$ cat src/rtl/uart_master_cmd_tx.sv
// Host-side UART command initiator: packs one WR/RD command into a 72-bit frame
// and shifts it out LSB first with start, optional even parity and stop bits.
module uart_master_cmd_tx #(
   parameter int CLOCK       = 100_000_000,
   parameter int BAUD_RATE   = 115_200,
   parameter int DATA_BITS   = 72,
   parameter int STOP_BITS   = 1,
   parameter int PARITY_BITS = 0
) (
   input  logic        aclk,
   input  logic        areset,
   input  logic        cmd_valid,
   output logic        cmd_ready,
   input  logic        cmd_wr,
   input  logic [31:0] cmd_addr,
   input  logic [31:0] cmd_data,
   output logic        uart_tx,
   output logic        busy,
   output logic        frame_done
);

   localparam int CLKS_PER_BIT = CLOCK / BAUD_RATE;
   localparam int BW           = (CLKS_PER_BIT > 1) ? $clog2(CLKS_PER_BIT) : 1;

   localparam logic [BW-1:0] BAUD_LAST = BW'(CLKS_PER_BIT - 1);
   localparam logic [6:0]    DATA_LAST = 7'(DATA_BITS - 1);
   localparam logic [6:0]    STOP_LAST = 7'(STOP_BITS - 1);
   localparam logic [4:0]    CODE_WR   = 5'b11100;
   localparam logic [4:0]    CODE_RD   = 5'b10101;

   typedef struct packed {
      logic [4:0]  code;
      logic [31:0] addr;
      logic [31:0] data;
      logic [2:0]  pad;
   } frame_t;

   typedef enum logic [2:0] {
      IDLE,
      START,
      DATA,
      PARITY,
      STOP
   } state_t;

   state_t        state, state_n;
   logic [BW-1:0] baud_cnt, baud_n;
   logic [6:0]    bit_cnt, bit_n;
   logic [71:0]   shift_reg, shift_n;
   logic          parity, parity_n;
   logic          tx_n;
   logic          baud_done;
   frame_t        cmd_frame;

   // Reads carry a zero data field regardless of cmd_data.
   always_comb begin
      cmd_frame.code = cmd_wr ? CODE_WR : CODE_RD;
      cmd_frame.addr = cmd_addr;
      cmd_frame.data = cmd_wr ? cmd_data : 32'h0;
      cmd_frame.pad  = 3'b000;
   end

   assign baud_done = (baud_cnt == BAUD_LAST);
   assign cmd_ready = (state == IDLE);
   assign busy      = ~cmd_ready;

   always_ff @(posedge aclk or posedge areset) begin
      if (areset) begin
         state     <= IDLE;
         baud_cnt  <= '0;
         bit_cnt   <= '0;
         shift_reg <= '0;
         parity    <= 1'b0;
         uart_tx   <= 1'b1;
      end else begin
         state     <= state_n;
         baud_cnt  <= baud_n;
         bit_cnt   <= bit_n;
         shift_reg <= shift_n;
         parity    <= parity_n;
         uart_tx   <= tx_n;
      end
   end

   // tx_n is the line level for the cycle after this one, so the output
   // register always lines up with the state it belongs to.
   always_comb begin
      state_n    = state;
      baud_n     = baud_cnt;
      bit_n      = bit_cnt;
      shift_n    = shift_reg;
      parity_n   = parity;
      tx_n       = uart_tx;
      frame_done = 1'b0;

      case (state)
         IDLE: begin
            tx_n = 1'b1;
            if (cmd_valid) begin
               shift_n  = cmd_frame;
               parity_n = ^cmd_frame;
               baud_n   = '0;
               bit_n    = '0;
               tx_n     = 1'b0;
               state_n  = START;
            end
         end

         START: begin
            if (baud_done) begin
               baud_n  = '0;
               tx_n    = shift_reg[0];
               state_n = DATA;
            end else begin
               baud_n = baud_cnt + BW'(1);
            end
         end

         DATA: begin
            if (baud_done) begin
               baud_n  = '0;
               shift_n = shift_reg >> 1;
               if (bit_cnt == DATA_LAST) begin
                  bit_n = '0;
                  if (PARITY_BITS != 0) begin
                     tx_n    = parity;
                     state_n = PARITY;
                  end else begin
                     tx_n    = 1'b1;
                     state_n = STOP;
                  end
               end else begin
                  bit_n = bit_cnt + 7'd1;
                  tx_n  = shift_reg[1];
               end
            end else begin
               baud_n = baud_cnt + BW'(1);
            end
         end

         PARITY: begin
            if (baud_done) begin
               baud_n  = '0;
               tx_n    = 1'b1;
               state_n = STOP;
            end else begin
               baud_n = baud_cnt + BW'(1);
            end
         end

         STOP: begin
            tx_n = 1'b1;
            if (baud_done) begin
               baud_n = '0;
               if (bit_cnt == STOP_LAST) begin
                  bit_n      = '0;
                  frame_done = 1'b1;
                  state_n    = IDLE;
               end else begin
                  bit_n = bit_cnt + 7'd1;
               end
            end else begin
               baud_n = baud_cnt + BW'(1);
            end
         end

         default: begin
            state_n = IDLE;
            tx_n    = 1'b1;
         end
      endcase
   end

endmodule

$ cat config.mk
export PLATFORM = sky130hd
export DESIGN_NAME = uart_master_cmd_tx
export DESIGN_NICKNAME = d
export VERILOG_FILES = /design/src/rtl/uart_master_cmd_tx.sv
export SDC_FILE = /design/constraint.sdc
export NUM_CORES = 1
export LEC_CHECK = 0
export BUFFER_PORTS_ARGS = -buffer_cell sky130_fd_sc_hd__clkbuf_2
export CORE_ASPECT_RATIO = 0.6
export CORE_MARGIN = 1.5
export CORE_UTILIZATION = 55
export DETAILED_ROUTE_END_ITERATION = 7
export PLACE_DENSITY_LB_ADDON = 0.3
export SLEW_MARGIN = 0
export SYNTH_ARGS = -nofsm -noshare
export SYNTH_HDL_FRONTEND = slang
export SYNTH_SLANG_ARGS = --single-unit
$ cat constraint.sdc
create_clock -name aclk -period 6.9 [get_ports aclk]
set_input_delay 1.38 -clock aclk [delete_from_list [all_inputs] [get_ports aclk]]
set_output_delay 1.38 -clock aclk [all_outputs]
set_load 0.02 [all_outputs]
* Yosys cells after proc, flatten, opt, wreduce, memory -nomap -nowiden
Index checks and enable logic that the tools add are counted.
** Operators by class
- $add $sub $neg :: 2
- Equality and inequality tests :: 13
- Mux-type cells :: 31
- Bitwise gates (word level) :: 1
- Reductions and logical operators :: 11
** Operator list (number)
- 72-bit two-way mux :: 2
- 72-bit one-hot mux with 2 select lines :: 1
- 7-bit two-way mux :: 5
- 32-bit two-way mux :: 1
- 3-bit two-way mux :: 7
- 7-bit one-hot mux with 3 select lines :: 1
- 10-bit two-way mux :: 2
- 10-bit one-hot mux with 2 select lines :: 1
- 3-bit one-hot mux with 5 select lines :: 1
- 2-bit != test (second input constant) :: 7
- 10-bit by 1-bit adder with 10-bit output (second input constant) :: 1
- 10-bit equality test (second input constant) :: 1
- 1-bit two-way mux :: 8
- 7-bit by 1-bit adder with 7-bit output (second input constant) :: 1
- 7-bit equality test (second input constant) :: 1
- 7-bit logical NOT :: 1
- 7-bit AND reduction :: 1
- 3-bit by 2-bit equality test with 1-bit output (second input constant) :: 2
- 3-bit AND reduction :: 2
- 4-bit two-way mux :: 1
- 1-bit one-hot mux with 4 select lines :: 1
- 4-bit AND reduction :: 1
- 2-bit nonzero test :: 2
- 4-bit OR reduction :: 1
- other kinds (6) :: 6
** Storage, ports and cells
- Register bits after elaboration :: 93
- Output and inout port bits :: 4

* Longest topological paths before layout
Gate-level depths: netlist of run 1.
- Depth in word-level cells :: 4
- Gate-level depth with buffers :: 8

* Least setup slack after synthesis of run 1
Ideal clock, no wire load.
- Kind :: reg-to-output
- From :: reg baud_cnt[0]
- To :: out frame_done
- Arrival time :: 1363 ps
- Data required time :: 5520 ps
- Slack :: 4157 ps
- Cell stages (with the launch flop) :: 6
- Path buffers :: 1
- Cells stage by stage :: dfrtp_1 -> ha_1 -> and4b_1 -> and4_1 -> clkbuf_1 -> and3_1
** On the way
- Longest elaborated chain between the ends :: 3
** Ends and longest elaborated chain
- start: declaration :: line 47 : logic [BW-1:0] baud_cnt, baud_n;
- start signal: assignment :: line 77 : baud_cnt <= baud_n;
- 10-bit equality test :: line 63 : assign baud_done = (baud_cnt == BAUD_LAST);
- 1-bit two-way mux :: line 153 : if (baud_done) begin
- 1-bit two-way mux :: line 96 : case (state)
- end: declaration :: line 19 : output logic frame_done
No other way between the ends.

* Worst setup path after layout of run 1
Ends and elaborated chain as after synthesis.

==> impl_metrics.yaml, run 1 <==
run_status:
  status: "completed"
logic_synthesis:
  syn-cell-area_um2: 4642
  avgSynthCellArea_um2: 8.792
  synth_top_area_cell: "dfrtp_1"
  synth_cell_types: 42
  synth_edf_count: 0
  ys_seq_area_share_pct: 50.16
  synthCells: 528
  yosys.area.top_type_share_pct: 49.60
  ys.flop_type: "dfrtp_1"
  async_flop_share_pct: 100.0
  synth_top_cells_by_area: "dfrtp_1, a21oi_1, nor2_1"
  syn-num-nets: 599
  synth-seq-cells: 93
  yosys_warnings: 0
cts:
  clock_path_buffers: 2
  cts.clk_slew.worst_paths_ns: 0.06
  htreeDepth: 3
  cts_tree: "done"
  post_cts_buffers: 0
  cts_resized: 0
  clk_latency_ns: 0.34
  cts-buffers-inserted: 9
  clock-sinks: 93
  ctsHoldBuffers: 0
  clock-root-buffer: "clkbuf_16"
worst_hold_path:
  hold_depth: 2
  hold_path_end: "shift_reg[69]"
  worstHoldStart: "shift_reg[69]"
  holdCritPathClass: "register to register"
setup_path:
  r2r_cells: 7
  r2r_slack_ns: 4.26
  worstPathRequired_ns: 5.52
  slowest_stage: "dfrtp_1"
  crit_type: "register to primary output"
  arrival_ns: 1.85
  crit_fanout: 7
  startpoint_type: "register"
  crit_start: "baud_cnt[0]"
  reg2reg_from: "baud_cnt[0]"
  reg2reg_to: "shift_reg[4]"
  worstPathCellList: "ha_1 -> and4b_1 -> and4_1 -> and3_1 -> clkbuf_2"
  cpPeakStageDelay_ns: 0.38
  crit_path_end_kind: "primary output"
sta:
  fin_setup_tns_ns: 0
  period_share_pct: 46.87
  maxSlewViolCount: 0
  whs_ns: 0.4898
  finalSetupViolCount: 0
  hold_viol_final: 0
  relSlewSlack_pct: 23.08
  clock.fmax_mhz: 309.2
  fin_skew_ns: 0.003836
  period_minus_slack_ns: 3.234
  rsz0062_at_grt: "false"
  worst_pin_slew_ns: 1.154
floorplan:
  start_util_pct: 57.74
  fp-row-count: 25
  ios: 72
  dieHeight_um: 74.16
  die_area_um2: 9018
  core_area_um2: 8039
  die_w_um: 121.6
run:
  cap_viol_max_count: 0
layout:
  antenna_cells: 0
  area_growth_syn_to_layout_pct: 14.80
  largest_register_ffs: 72
  drive_above_1_share_pct: 16.35
  final_nets: 648
  fin_util_pct: 66.29
global_route:
  antenna_found_initial: 0
  grt_max_degree: 131
  grt_pass1_wl_um: 16350
  grt-ovfl-total: 0
  grt_usage_pct: 23.43
  grt_pass1_vias: 3422
power_and_ir_drop:
  p_leak_nw: 2.424
  clkPwrFrac_pct: 46.6
  p_seq_share_pct: 47.3
  max-vdd-ir-drop_mv: 0.1160
  p_int_mw: 0.9691
  combPwrFrac_pct: 6.0
  sw_frac_of_total_pct: 20.45
  power_density_nw_per_um2: 228.6
  p_switching_mw: 0.2492
placement:
  io_buffers: 71
  hpwlAfterDp_um: 6288
  gp_congestion: 0.8459
routing:
  vias_per_cell: 5.444
  dr.pass1.iters: 4
  via_count: 3751
  wl_per_cell_um: 14.06
  wl_um: 9685
  drt_iter0_drc: 368
  drc: 0
  ant_nets: 0
-- worst max-delay path: cells and delay by family (launching register included) --
family | cells | cell delay, ns
and+or+nand+nor | 3 | 0.75
DFF | 1 | 0.38
adders and majority gates | 1 | 0.22
buffers and inverters | 1 | 0.16
-- through the flow --
step | setup WS, ns | cell area, um2 | power [mW] | instances
floorplan | 3.101 | 4642 | 0.6274 | 528
global placement | 3.829 | 4981 | 0.6566 | 674
detailed placement | 3.720 | 4981 | 0.6602 | 674
CTS | 3.670 | 5329 | 1.230 | 689
global route | 3.537 | 5329 | 1.268 | 689
finish | 3.666 | 5329 | 1.218 | 689
-- synth_stat cells, drive strengths merged, types with 2 or more instances --
library cell	count
a41o	2
o2111ai	2
a21oi	105
mux2i	34
buf	23
nor2	118
nor3b	2
nand2b	3
nor3	4
o21ai	14
dfrtp	92
a22o	5
o22ai	3
inv	8
nand4	5
o31ai	3
ha	3
nand2	48
xnor2	6
clkbuf	13
nand3	14
and3	5
-- placed cells by master, fill, tap and decap left out, drive strengths merged, types with 2 or more instances in the layout --
cell     synthesis  routed
xnor2            6       6
mux2i           34      34
o22ai            3       3
nand3           14      14
a41o             2       2
dfrtp           92      92
inv              8       7
and3             5       5
clkinv           0       2
nor3             4       4
nor2           118     118
nand4            5       5
nor3b            2       2
a22o             5       5
ha               3       3
buf             23       3
o21ai           14      14
clkbuf          13      82
o2111ai          2       2
o31ai            3       3
bufinv           0       3
nand2b           3       3
nand2           48      48
a21oi          105     105
-- power groups by stage --
| stage | clock (mW) | sequential (mW) | combinational [mW] |
|---|---|---|---|
| finish | 0.568 | 0.576 | 0.0737 |
| global route | 0.603 | 0.578 | 0.0860 |
| CTS | 0.579 | 0.576 | 0.0753 |
| detailed placement | 0 | 0.586 | 0.0745 |
| global placement | 0 | 0.585 | 0.0717 |
| floorplan | 0 | 0.583 | 0.0448 |
-- routing by layer --
| metal | vias up | wire length (um) | global-route usage [%] |
|---|---|---|---|
| met3 | 6 | 569 | 6.902 |
| met1 | 1742 | 4834 | 34.28 |
| li1 | 1904 | - | - |
| met5 | - | 0 | 0 |
| met4 | 0 | 63 | 6.667 |
| met2 | 99 | 4218 | 34.15 |
-- logic make-up (layout without fill, tap and decap cells) --
kind of cell	count (synthesis)	count (layout)	synth area share, %
AO/OA/AOI/OAI	138	138	16.39
multiplexers	35	35	7.574
AND/OR/NAND/NOR	208	208	19.06
XOR/XNOR	7	7	1.321
buffers and inverters	44	97	4.690
adder cells (fa/ha/maj)	3	3	0.8087
flip-flops	93	93	50.16
-- layout make-up --
type	instances	area (um2)
Clock inverter	4	95.09
Inverter	8	31.28
Fill cell	643	2710
Sequential cell	93	2328
Clock buffer	11	252.7
Tap cell	108	135.1
Timing Repair Buffer	74	377.9
Multi-Input combinational cell	391	2108
-- worst max-delay path by stage --
stage          depth (start not counted)            end  slack (ns)
2_1_floorplan                          1    baud_cnt[0]        3.10
3_3_place_gp                           5  shift_reg[61]        3.83
3_5_place_dp                           5  shift_reg[30]        3.72
4_1_cts                                5     frame_done        3.67
5_1_grt                                5     frame_done        3.54
6_report                               5     frame_done        3.67
Power figures use the tool's default switching activity.
==> run 2: changes to the inputs <==
--- a/config.mk
+++ b/config.mk
@@ -5,6 +5,7 @@
 export SDC_FILE = /design/constraint.sdc
 export NUM_CORES = 1
 export LEC_CHECK = 0
+export ABC_AREA = 1
 export BUFFER_PORTS_ARGS = -buffer_cell sky130_fd_sc_hd__clkbuf_2
 export CORE_ASPECT_RATIO = 0.6
 export CORE_MARGIN = 1.5
==> constraint.sdc (replaced) <==
create_clock -name aclk -period 3.1 [get_ports aclk]
set_input_delay 0.62 -clock aclk [delete_from_list [all_inputs] [get_ports aclk]]
set_output_delay 0.62 -clock aclk [all_outputs]
set_load 0.02 [all_outputs]
==> run 2 against run 1 <==
The flow now finishes with violations (DRC). Sequential power rose to 3.2 times the previous value. Design area rose by 5.9%. Die area increased by 7.0%. Sequential cell count stayed put. Utilization shrank 1.1 points. Clock skew grew 0.0012 ns. Global-route usage hardly changed. Area after synthesis rose by 7.2%. Critical path type unchanged. Highest routed layer unchanged.
==> impl_metrics.yaml, run 2 <==
run_status:
  status: "finished with violations"
  violations: "DRC"
layout:
  layout_commonest_cell: "nand2_1"
  fin_util_pct: 65.21
  area_growth_syn_to_layout_pct: 13.40
  antenna_cells: 0
  largest_register_ffs: 72
  final_nets: 794
  drive_above_1_share_pct: 15.38
  fill_cells: 753
  layout_common_cells: "nand2_1, o21ai_0, inv_1, dfrtp_1, clkbuf_2"
cts:
  ctsHoldBuffers: 0
  cts-buffers-inserted: 9
  clock-sinks: 93
  clock_path_buffers: 2
  post_cts_buffers: 0
  cts.clk_slew.worst_paths_ns: 0.06
  cts_resized: 0
  htreeDepth: 3
  cts_tree: "done"
  clk_latency_ns: 0.34
  clock-root-buffer: "clkbuf_16"
power_and_ir_drop:
  p_leak_nw: 2.852
  power_mw: 4.606
  power_density_nw_per_um2: 816.3
  max-vdd-ir-drop_mv: 0.3692
sta:
  fin_skew_ns: 0.004990
  period_minus_slack_ns: 2.492
  finalSetupViolCount: 0
  hold_viol_final: 0
  relSlewSlack_pct: 33.50
  rsz0062_at_grt: "false"
  clock.fmax_mhz: 401.2
  whs_ns: 0.4633
  period_share_pct: 80.40
  setup_ws_ns: 0.6076
  maxSlewViolCount: 0
  worst_pin_slew_ns: 0.9963
  fin_setup_tns_ns: 0
global_route:
  antenna_found_initial: 0
  grt-ovfl-total: 0
  grt_pass1_vias: 4050
  grt_pass1_wl_um: 18310
  grt_max_degree: 107
  grt_usage_pct: 23.40
routing:
  via_count: 4401
  drc: 1
  drt_iter0_drc: 365
  dr.pass1.iters: 8
  vias_per_cell: 5.239
  ant_nets: 0
  wl_per_cell_um: 12.48
  wl_um: 10480
logic_synthesis:
  synth-seq-cells: 93
  syn-num-nets: 740
  syn-cell-area_um2: 4976
  synth_cell_types: 33
  yosys_warnings: 0
  synth_top_area_cell: "dfrtp_1"
  async_flop_share_pct: 100.0
  ys_top_cells_by_count: "nand2_1, o21ai_0, inv_1"
  synth_edf_count: 0
  avgSynthCellArea_um2: 7.438
  ys.flop_type: "dfrtp_1"
  synth_top_cells_by_area: "dfrtp_1, nand2_1, o21ai_0"
  synthCells: 669
  yosys.area.top_type_share_pct: 46.27
  synth.most_common_cell: "nand2_1"
  ys_seq_area_share_pct: 46.79
setup_path:
  arrival_ns: 1.87
  slowest_stage: "dfrtp_1"
  startpoint_type: "register"
  worstPathCellList: "inv_1 -> ha_1 -> inv_1 -> nor2_1 -> nand3_1 -> nor3_1 -> clkbuf_2"
  r2r_slack_ns: 0.93
  cp.buffers_inverters: 3
  path_delay_family: "simple AND/OR/NAND/NOR gates"
  worstPathRequired_ns: 2.48
  cp_common_cell: "inv_1"
  crit_path_end_kind: "primary output"
  crit_type: "register to primary output"
  cpPeakStageDelay_ns: 0.46
  crit_fanout: 6
floorplan:
  start_util_pct: 57.50
  die_w_um: 125.8
  dieHeight_um: 76.68
  core_area_um2: 8653
  die_area_um2: 9645
  fp-row-count: 26
  ios: 72
placement:
  io_buffers: 71
  gp_congestion: 0.8664
  dp_slack_ns: 0.9882
  hpwlAfterDp_um: 7158
worst_hold_path:
  holdCritPathClass: "input port to asynchronous set/reset pin"
run:
  cap_viol_max_count: 0
==> run 2: cell types whose count changed in the layout (fill, tap and decap cells not counted), moves of 33 or more <==
cell | before | now
inv_1 | 7 | 99
o21ai_1 | 1 | 34
mux2i_1 | 34 | 0
nand2_1 | 48 | 172
nand3_1 | 14 | 52
a21oi_1 | 105 | 7
o21ai_0 | 13 | 111
nor2_1 | 118 | 19
==> run 2: final timing paths <==
path,cells past startpoint,to,from
max in group asynchronous,3,shift_reg[51],areset
worst min register to register,2,shift_reg[70],shift_reg[70]
min in group aclk,2,shift_reg[70],shift_reg[70]
worst min-delay path,2,shift_reg[24],areset
worst max register to register,7,shift_reg[48],baud_cnt[0]
worst max-delay path,7,frame_done,bit_cnt[0]
==> run 2: stage by stage <==
stage / instance area [um2] / cells
after floorplan: 4976 / 669
final: 5643 / 840
after global routing: 5643 / 840
after global placement: 5350 / 824
after detailed placement: 5350 / 824
after CTS: 5643 / 840
==> run 2: power breakdown <==
part | internal [mW] | total [mW] | switching (mW)
logic | 0.527 | 1.69 | 1.16
clock network | 0.623 | 1.09 | 0.464
registers | 1.65 | 1.83 | 0.186
==> run 2: cells by family after synthesis <==
logic type,after synthesis,synth area share (%)
AOI/OAI and AO/OA,161,16.52
DFF,93,46.79
xor gates and xnor gates,4,0.7042
adders and majority gates,3,0.7544
buffers and inverters,139,11.87
and+or+nand+nor,269,23.36
==> run 2: metal layers <==
layer  track usage [%]  vias up  routed length [um]
li1                  -     2242                   -
met1             33.44     2001                5169
met2             35.38      142                4485
met3             5.652       16                 683
met4             7.471        0                 146
met5                 0        -                   0
==> run 2: final cells by class <==
cell class / count / area [um2] / share of cell area (%)
sequential: 93 / 2328 / 41.26
clock buffer: 10 / 229.0 / 4.058
tap: 112 / 140.1 / 2.483
multi-input combinational: 437 / 2057 / 36.45
inverter: 104 / 391.6 / 6.940
timing repair buffer: 78 / 432.9 / 7.672
clock inverter: 6 / 63.81 / 1.131
==> run 2: worst reg2reg max path: cells and delay by family (launching register included) <==
family	cells	cell delay, ns
AO/OA/AOI/OAI	1	0.16
adder cells (fa/ha/maj)	1	0.25
buffers and inverters	1	0.33
flip-flops	1	0.44
AND/OR/NAND/NOR	4	0.86
==> run 3: changes to the inputs <==
--- a/config.mk
+++ b/config.mk
@@ -9,7 +9,7 @@
 export BUFFER_PORTS_ARGS = -buffer_cell sky130_fd_sc_hd__clkbuf_2
 export CORE_ASPECT_RATIO = 0.6
 export CORE_MARGIN = 1.5
-export CORE_UTILIZATION = 55
+export CORE_UTILIZATION = 52
 export DETAILED_ROUTE_END_ITERATION = 7
 export PLACE_DENSITY_LB_ADDON = 0.3
 export SLEW_MARGIN = 0
==> constraint.sdc (replaced) <==
create_clock -name aclk -period 2.25 [get_ports aclk]
set_input_delay 0.45 -clock aclk [delete_from_list [all_inputs] [get_ports aclk]]
set_output_delay 0.45 -clock aclk [all_outputs]
set_load 0.02 [all_outputs]
==> run 3 against run 2 <==
The flow now finishes without violations. Clock skew grew 0.0031 ns. Die area is 5.6% higher. Sequential share of layout area decreased by 0.53 points. Sequential cell count is the same. Non-clock buffer count increased by 2. Clock-buffer cell count unchanged. Total power increased by 37%. First-iteration DRC count fell by 25%. Via count is 0.45% higher. Combinational power rose by 40%. Global-route usage fell by 0.44 points. Final cell count is 2.4% higher.
==> impl_metrics.yaml, run 3 (synthesis gave the netlist of run 2 again) <==
run_status:
  status: "completed"
routing:
  wl_um: 10710
  drc: 0
  vias_per_cell: 5.141
  via_count: 4421
  dr.pass1.iters: 5
  ant_nets: 0
  wl_per_cell_um: 12.45
  drt_iter0_drc: 274
setup_path:
  crit_fanout: 6
  slowest_stage: "dfrtp_2"
  arrival_ns: 1.73
  startpoint_type: "register"
  worstPathCellList: "inv_2 -> ha_1 -> inv_1 -> nor2_1 -> nand3_2 -> nor3_2 -> clkbuf_2"
  r2r_slack_ns: 0.39
  worstPathRequired_ns: 1.80
  crit_path_end_kind: "primary output"
  crit_type: "register to primary output"
  cpPeakStageDelay_ns: 0.45
floorplan:
  core_area_um2: 9223
  fp-row-count: 27
  die_w_um: 129.3
  die_area_um2: 10180
  ios: 72
  start_util_pct: 53.95
  dieHeight_um: 78.78
run:
  cap_viol_max_count: 0
global_route:
  grt-ovfl-total: 0
  grt_usage_pct: 22.95
  antenna_found_initial: 0
  grt_pass1_vias: 4101
  grt_pass1_wl_um: 18570
  grt_max_degree: 72
cts:
  cts_tree: "done"
  clk_latency_ns: 0.35
  clock-sinks: 93
  htreeDepth: 3
  clock_path_buffers: 2
  cts-buffers-inserted: 9
  cts.clk_slew.worst_paths_ns: 0.07
  post_cts_buffers: 0
  clock-root-buffer: "clkbuf_16"
layout:
  area_growth_syn_to_layout_pct: 15.01
  drive_above_1_share_pct: 16.44
  largest_register_ffs: 72
  final_nets: 796
  layout_commonest_cell: "nand2_1"
  fin_util_pct: 62.05
  antenna_cells: 0
  layout_common_cells: "nand2_1, o21ai_0, inv_1, dfrtp_1, clkbuf_2"
sta:
  relSlewSlack_pct: 56.82
  fin_skew_ns: 0.008126
  worst_pin_slew_ns: 0.6478
  period_minus_slack_ns: 2.178
  setup_ws_ns: 0.07203
  hold_viol_final: 0
  rsz0062_at_grt: "false"
  finalSetupViolCount: 0
  maxSlewViolCount: 0
  whs_ns: 0.01523
  period_share_pct: 96.80
  fin_setup_tns_ns: 0
  clock.fmax_mhz: 459.1
power_and_ir_drop:
  max-vdd-ir-drop_mv: 0.6102
  power_density_nw_per_um2: 1107
  p_leak_nw: 2.864
  power_mw: 6.333
placement:
  gp_congestion: 0.8977
  io_buffers: 71
  dp_slack_ns: 0.3100
  hpwlAfterDp_um: 7451
worst_hold_path:
  holdCritPathClass: "input port to asynchronous set/reset pin"
[run 3: changes by cell type in the layout (fill, tap and decap cells not counted), moves of 2 or more]
cell / previous run / this run
buf_12: 2 / 5
clkinv_2: 3 / 1
dfrtp_2: 0 / 2
dfrtp_1: 92 / 90
inv_6: 0 / 3
[run 3: area by class of cell]
cell class | count | area (um2)
timing repair buffer | 80 | 485.5
tap | 130 | 162.7
clock inverter | 6 | 46.29
inverter | 104 | 394.1
multi-input combinational | 437 | 2074
sequential | 93 | 2331
fill | 799 | 3500
clock buffer | 10 | 229.0
[run 3: final timing paths]
check | start | cells past startpoint | end
worst max-delay path | bit_cnt[0] | 7 | frame_done
worst min-delay path | areset | 2 | shift_reg[22]
worst max register to register | state[2] | 9 | shift_reg[18]
worst min register to register | shift_reg[71] | 2 | shift_reg[71]
max in group asynchronous | areset | 3 | uart_tx
min in group aclk | cmd_valid | 3 | state[0]
[run 3: what timing repair did]
action	4_1_cts	5_1_grt
resized for setup	2	5
setup endpoints to repair	1	1
pin swaps	0	0
endpoints found under the hold margin	0	0
hold buffers	0	0
[run 3: power breakdown]
part	switching (mW)	internal (mW)
combinational	1.59	0.785
clock	0.665	0.759
sequential	0.266	2.27
[run 3: metal layers]
metal	wire length, um	global-route usage [%]	part of all wire, %	vias to the layer above
met2	4769	34.79	45	129
met5	0	0	0	-
met3	574	5.054	5.4	11
met4	119	7.753	1.1	0
li1	-	-	-	2246
met1	5242	32.67	49	2035
[run 3: per-stage QoR]
step / area, um2 / cells
final: 5723 / 860
after global routing: 5723 / 860
after CTS: 5713 / 860
after detailed placement: 5428 / 844
after global placement: 5428 / 844
after floorplan: 4980 / 669
[run 3: critical path, delay by kind of cell (launching register included)]
kind,cells,cell delay [ns]
adders and majority gates,1,0.16
and+or+nand+nor,3,0.44
buffers and inverters,3,0.34
DFF,1,0.45
